`config.mk`:
```
export PLATFORM = sky130hd
export DESIGN_NAME = alu_ctrl_sequencer_flat
export DESIGN_NICKNAME = d
export VERILOG_FILES = /design/src/rtl/alu_ctrl_sequencer_pkg.sv /design/src/rtl/alu_ctrl_sequencer_if.sv /design/src/rtl/alu_ctrl_sequencer_decode.sv /design/src/rtl/alu_ctrl_sequencer.sv /design/src/flat_wrapper.sv
export SDC_FILE = /design/constraint.sdc
export NUM_CORES = 1
export LEC_CHECK = 0
export ABC_AREA = 1
export BUFFER_PORTS_ARGS = -buffer_cell sky130_fd_sc_hd__clkbuf_2
export CAP_MARGIN = 20
export CORE_MARGIN = 4
export CORE_UTILIZATION = 45
export CTS_BUF_LIST = sky130_fd_sc_hd__clkbuf_16
export DETAILED_ROUTE_END_ITERATION = 12
export PLACE_DENSITY = 0.69
export SYNTH_ARGS = -nofsm -noshare
export SYNTH_HDL_FRONTEND = slang
export SYNTH_SLANG_ARGS = --single-unit
```
`constraint.sdc`:
```
create_clock -name clk -period 1.4 [get_ports clk]
set_input_delay 0 -clock clk [delete_from_list [all_inputs] [get_ports clk]]
set_output_delay 0 -clock clk [all_outputs]
set_load 0.02 [all_outputs]
```
`src/rtl/alu_ctrl_sequencer_pkg.sv`:
```
// rtl/alu_ctrl_sequencer_pkg.sv - ALU control codes, funct/ALUOp constants and FSM encoding
// Package mips_alu_pkg: shared by the decoder, the interface users and the sequencer top.
package mips_alu_pkg;

    // ALU control codes (legacy 4-bit values, zero-extended at the top level)
    localparam logic [3:0] ALU_AND  = 4'b0000;
    localparam logic [3:0] ALU_OR   = 4'b0001;
    localparam logic [3:0] ALU_SLT  = 4'b0100;
    localparam logic [3:0] ALU_ADD  = 4'b0101;
    localparam logic [3:0] ALU_SUB  = 4'b0110;
    localparam logic [3:0] ALU_MOV  = 4'b0111;
    localparam logic [3:0] ALU_MULT = 4'b1000;
    localparam logic [3:0] ALU_DIV  = 4'b1001;
    localparam logic [3:0] ALU_MFHI = 4'b1010;
    localparam logic [3:0] ALU_MFLO = 4'b1011;

    // R-type funct field values
    localparam logic [5:0] FN_ADD   = 6'b100000;
    localparam logic [5:0] FN_ADDU  = 6'b100001;
    localparam logic [5:0] FN_SUB   = 6'b100010;
    localparam logic [5:0] FN_SUBU  = 6'b100011;
    localparam logic [5:0] FN_AND   = 6'b100100;
    localparam logic [5:0] FN_OR    = 6'b100101;
    localparam logic [5:0] FN_SLT   = 6'b101010;
    localparam logic [5:0] FN_MOVZ  = 6'b001010;
    localparam logic [5:0] FN_MOVN  = 6'b001011;
    localparam logic [5:0] FN_MFHI  = 6'b010000;
    localparam logic [5:0] FN_MFLO  = 6'b010010;
    localparam logic [5:0] FN_MULT  = 6'b011000;
    localparam logic [5:0] FN_MULTU = 6'b011001;
    localparam logic [5:0] FN_DIV   = 6'b011010;
    localparam logic [5:0] FN_DIVU  = 6'b011011;

    // ALUOp from the main control unit
    localparam logic [1:0] AOP_ADD   = 2'b00;
    localparam logic [1:0] AOP_SUB   = 2'b01;
    localparam logic [1:0] AOP_RTYPE = 2'b10;
    localparam logic [1:0] AOP_RSVD  = 2'b11;

    typedef enum logic {
        ST_IDLE = 1'b0,
        ST_BUSY = 1'b1
    } state_t;

    function automatic logic is_multi_code(input logic [3:0] code);
        return (code == ALU_MULT) || (code == ALU_DIV);
    endfunction

endpackage

```
`src/rtl/alu_ctrl_sequencer_if.sv`:
```
// rtl/alu_ctrl_sequencer_if.sv - request/response bundle between control unit and ALU-control sequencer
// master (control-unit side): drives in_valid, alu_op, func_code, flush; observes the rest.
// slave  (sequencer side)   : drives in_ready, alu_ctr, out_valid, busy, hilo_we, illegal.
interface alu_ctrl_sequencer_if #(
    parameter int CTR_W = 4
);
    logic             in_valid;
    logic             in_ready;
    logic [1:0]       alu_op;
    logic [5:0]       func_code;
    logic             flush;
    logic [CTR_W-1:0] alu_ctr;
    logic             out_valid;
    logic             busy;
    logic             hilo_we;
    logic             illegal;

    modport master (
        output in_valid, alu_op, func_code, flush,
        input  in_ready, alu_ctr, out_valid, busy, hilo_we, illegal
    );

    modport slave (
        input  in_valid, alu_op, func_code, flush,
        output in_ready, alu_ctr, out_valid, busy, hilo_we, illegal
    );
endinterface

```
`src/rtl/alu_ctrl_sequencer_decode.sv`:
```
// rtl/alu_ctrl_sequencer_decode.sv - combinational ALUOp/funct to ALU control code decoder
// Module alu_func_decode.
//  i_alu_op     in  2  ALUOp from main control
//  i_func       in  6  instruction funct field
//  o_code       out 4  ALU control code
//  o_is_multi   out 1  code selects MULT/MULTU or DIV/DIVU
//  o_is_illegal out 1  unknown funct or reserved ALUOp (only with ALU_CTRL_ILLEGAL_TRAP_EN)
// Macro ALU_CTRL_ILLEGAL_TRAP_EN: when undefined, unknown codes decode as add and o_is_illegal is 0.
module alu_func_decode (
    input  logic [1:0] i_alu_op,
    input  logic [5:0] i_func,
    output logic [3:0] o_code,
    output logic       o_is_multi,
    output logic       o_is_illegal
);
    import mips_alu_pkg::*;

    // Full 6-bit compares throughout: 001000 (jr) must not alias the move codes.
    always_comb begin
        o_code       = ALU_ADD;
        o_is_illegal = 1'b0;
        case (i_alu_op)
            AOP_ADD:   o_code = ALU_ADD;
            AOP_SUB:   o_code = ALU_SUB;
            AOP_RTYPE: begin
                case (i_func)
                    FN_ADD,  FN_ADDU:  o_code = ALU_ADD;
                    FN_SUB,  FN_SUBU:  o_code = ALU_SUB;
                    FN_AND:            o_code = ALU_AND;
                    FN_OR:             o_code = ALU_OR;
                    FN_SLT:            o_code = ALU_SLT;
                    FN_MOVZ, FN_MOVN:  o_code = ALU_MOV;
                    FN_MFHI:           o_code = ALU_MFHI;
                    FN_MFLO:           o_code = ALU_MFLO;
                    FN_MULT, FN_MULTU: o_code = ALU_MULT;
                    FN_DIV,  FN_DIVU:  o_code = ALU_DIV;
                    default: begin
`ifdef ALU_CTRL_ILLEGAL_TRAP_EN
                        o_is_illegal = 1'b1;
`endif
                    end
                endcase
            end
            AOP_RSVD: begin
`ifdef ALU_CTRL_ILLEGAL_TRAP_EN
                o_is_illegal = 1'b1;
`endif
            end
            default: o_code = ALU_ADD;
        endcase
    end

    assign o_is_multi = is_multi_code(o_code);

endmodule

```
`src/rtl/alu_ctrl_sequencer.sv`:
```
// rtl/alu_ctrl_sequencer.sv - registered ALU-control generator with MULT/DIV occupancy sequencing
// Module alu_ctrl_sequencer.
//  clk    in  1  rising-edge clock
//  rst_n  in  1  asynchronous active-low reset
//  bus    slave modport of alu_ctrl_sequencer_if (in_valid/in_ready request, alu_ctr/out_valid
//         response, busy, hilo_we, illegal, flush)
// Parameters: CTR_W (>=4), MUL_CYCLES (>=2), DIV_CYCLES (>=2).
// Macro ALU_CTRL_ILLEGAL_TRAP_EN enables illegal-op reporting through the decoder.
module alu_ctrl_sequencer #(
    parameter int CTR_W      = 4,
    parameter int MUL_CYCLES = 4,
    parameter int DIV_CYCLES = 8
) (
    input  logic                 clk,
    input  logic                 rst_n,
    alu_ctrl_sequencer_if.slave  bus
);
    import mips_alu_pkg::*;

    localparam int MAX_CYC = (MUL_CYCLES > DIV_CYCLES) ? MUL_CYCLES : DIV_CYCLES;
    localparam int CNT_W   = $clog2(MAX_CYC);
    localparam logic [CNT_W-1:0] CNT_ONE  = CNT_W'(1);
    localparam logic [CNT_W-1:0] CNT_MUL  = CNT_W'(MUL_CYCLES - 1);
    localparam logic [CNT_W-1:0] CNT_DIV  = CNT_W'(DIV_CYCLES - 1);

    state_t             r_state;
    logic [CNT_W-1:0]   r_cnt;
    logic [CTR_W-1:0]   r_alu_ctr;
    logic               r_out_valid;
    logic               r_busy;
    logic               r_hilo_we;
    logic               r_illegal;

    logic [3:0]         w_code;
    logic [CTR_W-1:0]   w_code_ext;
    logic               w_is_multi;
    logic               w_is_illegal;
    logic               w_in_ready;
    logic               w_accept;

    alu_func_decode u_decode (
        .i_alu_op     (bus.alu_op),
        .i_func       (bus.func_code),
        .o_code       (w_code),
        .o_is_multi   (w_is_multi),
        .o_is_illegal (w_is_illegal)
    );

    always_comb begin
        w_code_ext      = '0;
        w_code_ext[3:0] = w_code;
    end

    assign w_in_ready = (r_state == ST_IDLE) && !bus.flush;
    assign w_accept   = bus.in_valid && w_in_ready;

    always_ff @(posedge clk or negedge rst_n) begin
        if (!rst_n) begin
            r_state     <= ST_IDLE;
            r_cnt       <= '0;
            r_alu_ctr   <= '0;
            r_out_valid <= 1'b0;
            r_busy      <= 1'b0;
            r_hilo_we   <= 1'b0;
            r_illegal   <= 1'b0;
        end else begin
            // Strobes are single-cycle pulses unless re-asserted below.
            r_out_valid <= 1'b0;
            r_hilo_we   <= 1'b0;
            r_illegal   <= 1'b0;
            if (bus.flush) begin
                // alu_ctr deliberately keeps its last value across a flush.
                r_state <= ST_IDLE;
                r_busy  <= 1'b0;
                r_cnt   <= '0;
            end else begin
                case (r_state)
                    ST_IDLE: begin
                        if (w_accept) begin
                            if (w_is_illegal) begin
                                r_illegal   <= 1'b1;
                                r_out_valid <= 1'b1;
                            end else if (w_is_multi) begin
                                r_alu_ctr <= w_code_ext;
                                r_state   <= ST_BUSY;
                                r_busy    <= 1'b1;
                                r_cnt     <= (w_code == ALU_DIV) ? CNT_DIV : CNT_MUL;
                            end else begin
                                r_alu_ctr   <= w_code_ext;
                                r_out_valid <= 1'b1;
                            end
                        end
                    end
                    ST_BUSY: begin
                        // Loaded with N-1 at accept, so completion lands N cycles later.
                        if (r_cnt <= CNT_ONE) begin
                            r_state     <= ST_IDLE;
                            r_busy      <= 1'b0;
                            r_cnt       <= '0;
                            r_out_valid <= 1'b1;
                            r_hilo_we   <= 1'b1;
                        end else begin
                            r_cnt <= r_cnt - CNT_ONE;
                        end
                    end
                    default: begin
                        r_state <= ST_IDLE;
                        r_busy  <= 1'b0;
                        r_cnt   <= '0;
                    end
                endcase
            end
        end
    end

    assign bus.in_ready  = w_in_ready;
    assign bus.alu_ctr   = r_alu_ctr;
    assign bus.out_valid = r_out_valid;
    assign bus.busy      = r_busy;
    assign bus.hilo_we   = r_hilo_we;
    assign bus.illegal   = r_illegal;

endmodule

```
`src/flat_wrapper.sv`:
```
// flat-port wrapper written by rule: the top's interface ports become plain ports
module alu_ctrl_sequencer_flat import mips_alu_pkg::*;
#(
    parameter int CTR_W      = 4,
    parameter int MUL_CYCLES = 4,
    parameter int DIV_CYCLES = 8
)
  (clk, rst_n, bus_in_valid, bus_alu_op, bus_func_code, bus_flush, bus_in_ready, bus_alu_ctr, bus_out_valid, bus_busy, bus_hilo_we, bus_illegal);
  alu_ctrl_sequencer_if #(.CTR_W(CTR_W)) bus_i ();
  input  logic clk;
  input  logic rst_n;
  input wire logic [$bits(bus_i.in_valid)-1:0] bus_in_valid;
  input wire logic [$bits(bus_i.alu_op)-1:0] bus_alu_op;
  input wire logic [$bits(bus_i.func_code)-1:0] bus_func_code;
  input wire logic [$bits(bus_i.flush)-1:0] bus_flush;
  output wire logic [$bits(bus_i.in_ready)-1:0] bus_in_ready;
  output wire logic [$bits(bus_i.alu_ctr)-1:0] bus_alu_ctr;
  output wire logic [$bits(bus_i.out_valid)-1:0] bus_out_valid;
  output wire logic [$bits(bus_i.busy)-1:0] bus_busy;
  output wire logic [$bits(bus_i.hilo_we)-1:0] bus_hilo_we;
  output wire logic [$bits(bus_i.illegal)-1:0] bus_illegal;
  assign bus_i.in_valid = bus_in_valid;
  assign bus_i.alu_op = bus_alu_op;
  assign bus_i.func_code = bus_func_code;
  assign bus_i.flush = bus_flush;
  assign bus_in_ready = bus_i.in_ready;
  assign bus_alu_ctr = bus_i.alu_ctr;
  assign bus_out_valid = bus_i.out_valid;
  assign bus_busy = bus_i.busy;
  assign bus_hilo_we = bus_i.hilo_we;
  assign bus_illegal = bus_i.illegal;
  alu_ctrl_sequencer #(.CTR_W(CTR_W), .MUL_CYCLES(MUL_CYCLES), .DIV_CYCLES(DIV_CYCLES)) u_core (.clk(clk), .rst_n(rst_n), .bus(bus_i));
endmodule
```
**Word level (Yosys, flattened, before mapping)**

Index checks and enable logic that the tools add are counted.

- Output and inout port bits: 9
- Word-level logic and storage cells: 66
- Register bits: 11

- Magnitude comparators: 1
- Reduce and logical (&&, ||, !) cells: 11
- Add/sub/neg operators: 1
- Bitwise logic cells: 2
- Mux-type cells: 25
- Equal/unequal tests: 20

Operator list:

| cell | count |
|---|---|
| == test 6 x 5 -> 1 bit, second input constant | 6 |
| case mux 4 bit (9 select lines) | 1 |
| == test 6 bit, second input constant | 5 |
| two-way mux 3 bit | 5 |
| two-way mux 1 bit | 14 |
| == test 6 x 4 -> 1 bit, second input constant | 2 |
| == test 4 bit, second input constant | 2 |
| case mux 4 bit (2 select lines) | 1 |
| OR reduction 2 bit | 4 |
| != test 3 bit, second input constant | 2 |
| case mux 1 bit (2 select lines) | 3 |
| case mux 3 bit (2 select lines) | 1 |
| AND reduction 3 bit | 2 |
| <= comparator 3 x 1 -> 1 bit, second input constant | 1 |
| != test 3 x 2 -> 1 bit, second input constant | 1 |
| subtractor 3 x 1 -> 3 bit, second input constant | 1 |
| == test 2 x 1 -> 1 bit, second input constant | 1 |
| == test 2 bit, second input constant | 1 |
| logical AND 1 bit | 2 |
| inverter 1 bit | 2 |
| AND reduction 2 bit | 1 |
| logical NOT 1 bit | 1 |
| logical OR 1 bit | 1 |

**Logic depth before layout (Yosys ltp)**

- Depth in word-level cells: 10
- Depth in mapped cells: 11
- Mapped depth without buffers: 11

**Cells and area by module**

From an unflattened synthesis, not the netlist that was laid out.

- Cells, all modules: 124
- Area total of the unflattened synthesis: 877.1 sq um

Modules (own cells, without submodules):

| module | area each (sq um) | cells each | instances |
|---|---|---|---|
| alu_ctrl_sequencer | 631.9 | 75 | 1 |
| alu_func_decode | 245.2 | 49 | 1 |

**Worst setup path before layout**

Ideal clock, no wire load.

- Path kind: register to register
- Start: reg u_core.r_state
- End: reg u_core.r_alu_ctr[2] (netlist: u_core.bus.alu_ctr[2])
- Stages on the path, launching flop included: 6
- Clock period less this slack: 1.390 ns
- Path buffers: 0
- Path slack: 0.010 ns
- Arrival: 1.308 ns
- Cell sequence: dfrtp_1 nor2_1 nand2_1 inv_1 nor2_1 a31oi_1

- Word-level cells in the longest chain between the ends: 4

RTL lines:

| what | line | RTL |
|---|---|---|
| start, declared | alu_ctrl_sequencer.sv:26 | `state_t r_state;` |
| start signal, assigned | alu_ctrl_sequencer.sv:59 | `r_state <= ST_IDLE;` |
| start signal, assigned | alu_ctrl_sequencer.sv:73 | `r_state <= ST_IDLE;` |
| start signal, assigned | alu_ctrl_sequencer.sv:85 | `r_state <= ST_BUSY;` |
| inverter 1 bit (no line) | n/a |  |
| logical AND 1 bit | alu_ctrl_sequencer.sv:54 | `assign w_in_ready = (r_state == ST_IDLE) && !bus.flush;` |
| via bus_in_ready | flat_wrapper.sv:16 | `output wire logic [$bits(bus_i.in_ready)-1:0] bus_in_ready;` |
| logical AND 1 bit | alu_ctrl_sequencer.sv:55 | `assign w_accept = bus.in_valid && w_in_ready;` |
| AND reduction 3 bit (no line) | n/a |  |
| end signal, assigned | alu_ctrl_sequencer.sv:84 | `r_alu_ctr <= w_code_ext;` |
| end signal, assigned | alu_ctrl_sequencer.sv:89 | `r_alu_ctr <= w_code_ext;` |
| end, declared | alu_ctrl_sequencer.sv:28 | `logic [CTR_W-1:0] r_alu_ctr;` |

The timed path passes the listed nets, and every way through them passes these cells.
A chain may end at the register's enable or synchronous reset.

**Worst setup path after layout**

- Start: reg u_core.r_cnt[1]
- End: reg u_core.r_cnt[2]

- Word-level cells in the longest chain between the ends: 4

RTL lines:

| what | line | RTL |
|---|---|---|
| start, declared | alu_ctrl_sequencer.sv:27 | `logic [CNT_W-1:0] r_cnt;` |
| start signal, assigned | alu_ctrl_sequencer.sv:87 | `r_cnt <= (w_code == ALU_DIV) ? CNT_DIV : CNT_MUL;` |
| start signal, assigned | alu_ctrl_sequencer.sv:103 | `r_cnt <= r_cnt - CNT_ONE;` |
| subtractor 3 x 1 -> 3 bit or <= comparator 3 x 1 -> 1 bit (tied branches) | alu_ctrl_sequencer.sv:103, alu_ctrl_sequencer.sv:96 |  |
| two-way mux 3 bit * | alu_ctrl_sequencer.sv:96 | `if (r_cnt <= CNT_ONE) begin` |
| case mux 3 bit (2 select lines) * | alu_ctrl_sequencer.sv:77 | `case (r_state)` |
| two-way mux 3 bit * | alu_ctrl_sequencer.sv:71 | `if (bus.flush) begin` |

Every way passes the cells marked *; elsewhere a longest branch is shown, timed or not.

==> impl_metrics.toml <==
[pwr]
total_power_mw = 1.05
ir_drop_mv = 0.682
powerDensity_nw_per_um2 = 998
p_leak_nw = 0.587

[sta]
fmax_mhz = 790
clock_skew_ps = 7.75
fin_tns_setup_ps = 0
slew_viol_final = 0
rsz0062_at_grt = "no"
final.period_utilization_pct = 90.5
layout_min_cycle_time_ps = 1270
setup_ws_ps = 134
setup_viol = 0
finalHoldViolations = 0

[routing]
via_per_inst = 4.75
top_layer_used = "met4"
wl_met2_um = 853
drc = 0
met1_length_um = 895
avgRoutedWirePerCell_um = 11.0
routed_wl_um = 1860
vias = 802
drt_iter0_markers = 12
ant_nets = 0
firstDrtPassIters = 4
met3WireLength_um = 62

[setup_path]
worst-path-max-fanout = 3
cp.required_ps = 1530
arrival_ps = 1400
end_kind = "flop"
worstSetupPathType = "flop to flop"
rr_startpoint = "u_core.r_cnt[1]"
cp-start-kind = "flop"
cp-startpoint = "u_core.r_cnt[1]"

[cts]
worstSkewPairLatency_ps = 240
cts_made_buffers = 3
cts_root_buf = "clkbuf_16"
cts_sinks = 11
cts.reportedPaths.clkPinSlew_ps = 50
clock_path_buffers = 2
htreeDepth = 1
cts_tree = "done"

[synthesis]
synth_seq_cells = 11
ys_types = 25
synth_area_um2 = 825
synth.yosys.seq_area_share_pct = 33.4
synth.top_cell.area_share_pct = 33.4
syn_inst = 119
syn_avg_cell_area_um2 = 6.93
synthTopCellsByArea = "dfrtp_1 (33%), nand2_1 (15%), inv_1 (7.7%)"
ys_warn_count = 0
synth_top_area_cell = "dfrtp_1"
syn_nets = 135

[placement]
hpwl_um = 1430
io_buffer_count = 19
globalplace.congestion = 0.794
place_ws_ps = 52.3

[cells_and_area]
areaGrowthSynthToFinish_pct = 27.8
num_antenna_cells = 0
drive_above_1_share_pct = 27.8
finalNetCount = 161
finish.utilization_pct = 61.0

[run_status]
status = "complete, no violations"

[grt]
antenna_found_initial = 0
grtUsageTotal_pct = 16.8
grt_pass1_wl_um = 3210
grt_overflow = 0
grt_max_degree = 12
grt_pass1_vias = 762

[floorplanning]
initial_core_util_pct = 47.8
dieArea_um2 = 2580
ios = 21
die_height_um = 50.8
fp-row-count = 15
fp.dieW_um = 50.8
core_um2 = 1730

[min_path]
min_path_type = "primary input to flop"
hold_start = "bus_alu_op[1]"

[run]
max_cap_violations = 0
-- worst max-delay path, cell delays in order (launching register included) --
cell	delay (ps)
dfrtp_1	390
inv_1	90
ha_1	140
inv_1	50
o21ai_2	180
nor2_1	80
nand2_1	70
nand2_1	70
nand2_1	60
nand2_1	40
-- synth_stat cells --
cell / instances
nand2_2: 2
inv_2: 2
a21oi_1: 1
o21ai_0: 2
xor2_1: 1
nand4_2: 1
o21ai_2: 1
conb_1: 1
a31oi_1: 1
nand3_2: 4
o22ai_1: 1
o31ai_1: 1
buf_4: 1
nand4_1: 1
nor2_1: 17
nor2_4: 1
nand3b_1: 1
inv_1: 17
a21oi_2: 2
ha_1: 4
nand2_1: 32
nor2_2: 3
dfrtp_1: 11
nand3_1: 10
clkinv_1: 1
-- what timing repair did --
action	in CTS	in global routing
setup buffers	0	0
setup endpoints to repair	0	7
hold buffers	2	0
resized for setup	0	2
hold endpoints to repair	12	0
-- worst paths after layout --
check,endpoint,slack (ps),depth (start not counted)
setup / recovery,u_core.r_cnt[2],130,9
hold / removal,u_core.bus.alu_ctr[1],110,3
setup reg to reg,u_core.r_cnt[2],130,9
hold reg to reg,u_core.bus.busy,480,2
max in group asynchronous,u_core.bus.alu_ctr[3],1020,2
min in group asynchronous,u_core.bus.hilo_we,160,2
-- power by group --
part           total (mW)  internal [mW]  switching [mW]  leakage [nW]
logic               0.179         0.0629           0.116         0.400
registers           0.344          0.335         0.00915         0.144
clock network       0.528          0.376           0.152        0.0423
-- logic make-up after synthesis --
family / count (synthesis) / synth area share [%]
compound gates: 9 / 7.44
simple gates: 72 / 41.6
other cells: 1 / 0.455
fa+ha+maj: 4 / 6.07
xor+xnor: 1 / 1.06
buf+inv: 21 / 10.0
flops: 11 / 33.4
-- flip-flops by register name (all words and copies together), names as in the netlist --
name and flops:
u_core.bus.alu_ctr 4, u_core.bus.busy 1, u_core.bus.hilo_we 1, u_core.bus.out_valid 1, u_core.r_cnt 3, u_core.r_state 1
-- layout by cell type (no fill, tap or decap), types with 3 or more instances in the layout --
cell type,count
clkbuf_16,3
nor2_2,3
nand3_1,10
nand3_2,4
dfrtp_1,11
nor2_1,17
nand2_1,32
ha_1,4
clkbuf_2,19
inv_1,18
-- routing by layer --
metal	track usage (%)	vias to the layer above
li1	-	423
met1	20.9	359
met2	27.2	15
met3	2.97	5
met4	9.42	0
met5	0	-
-- area by class of cell --
class / count / area, um2
Fill cell: 165 / 673
Inverter: 20 / 75.1
Clock buffer: 3 / 75.1
Multi-Input combinational cell: 87 / 470
Clock inverter: 1 / 3.75
Sequential cell: 11 / 275
Tap cell: 25 / 31.3
Timing Repair Buffer: 22 / 123
-- per-stage QoR --
| step | cells | cell area, um2 | hold WS (ps) |
|---|---|---|---|
| floorplan | 119 | 825 | -296 |
| global placement | 163 | 951 | -116 |
| detailed placement | 163 | 951 | -108 |
| CTS | 169 | 1050 | 105 |
| global route | 169 | 1050 | 151 |
| finish | 169 | 1050 | 107 |
Power figures use the tool's default switching activity.
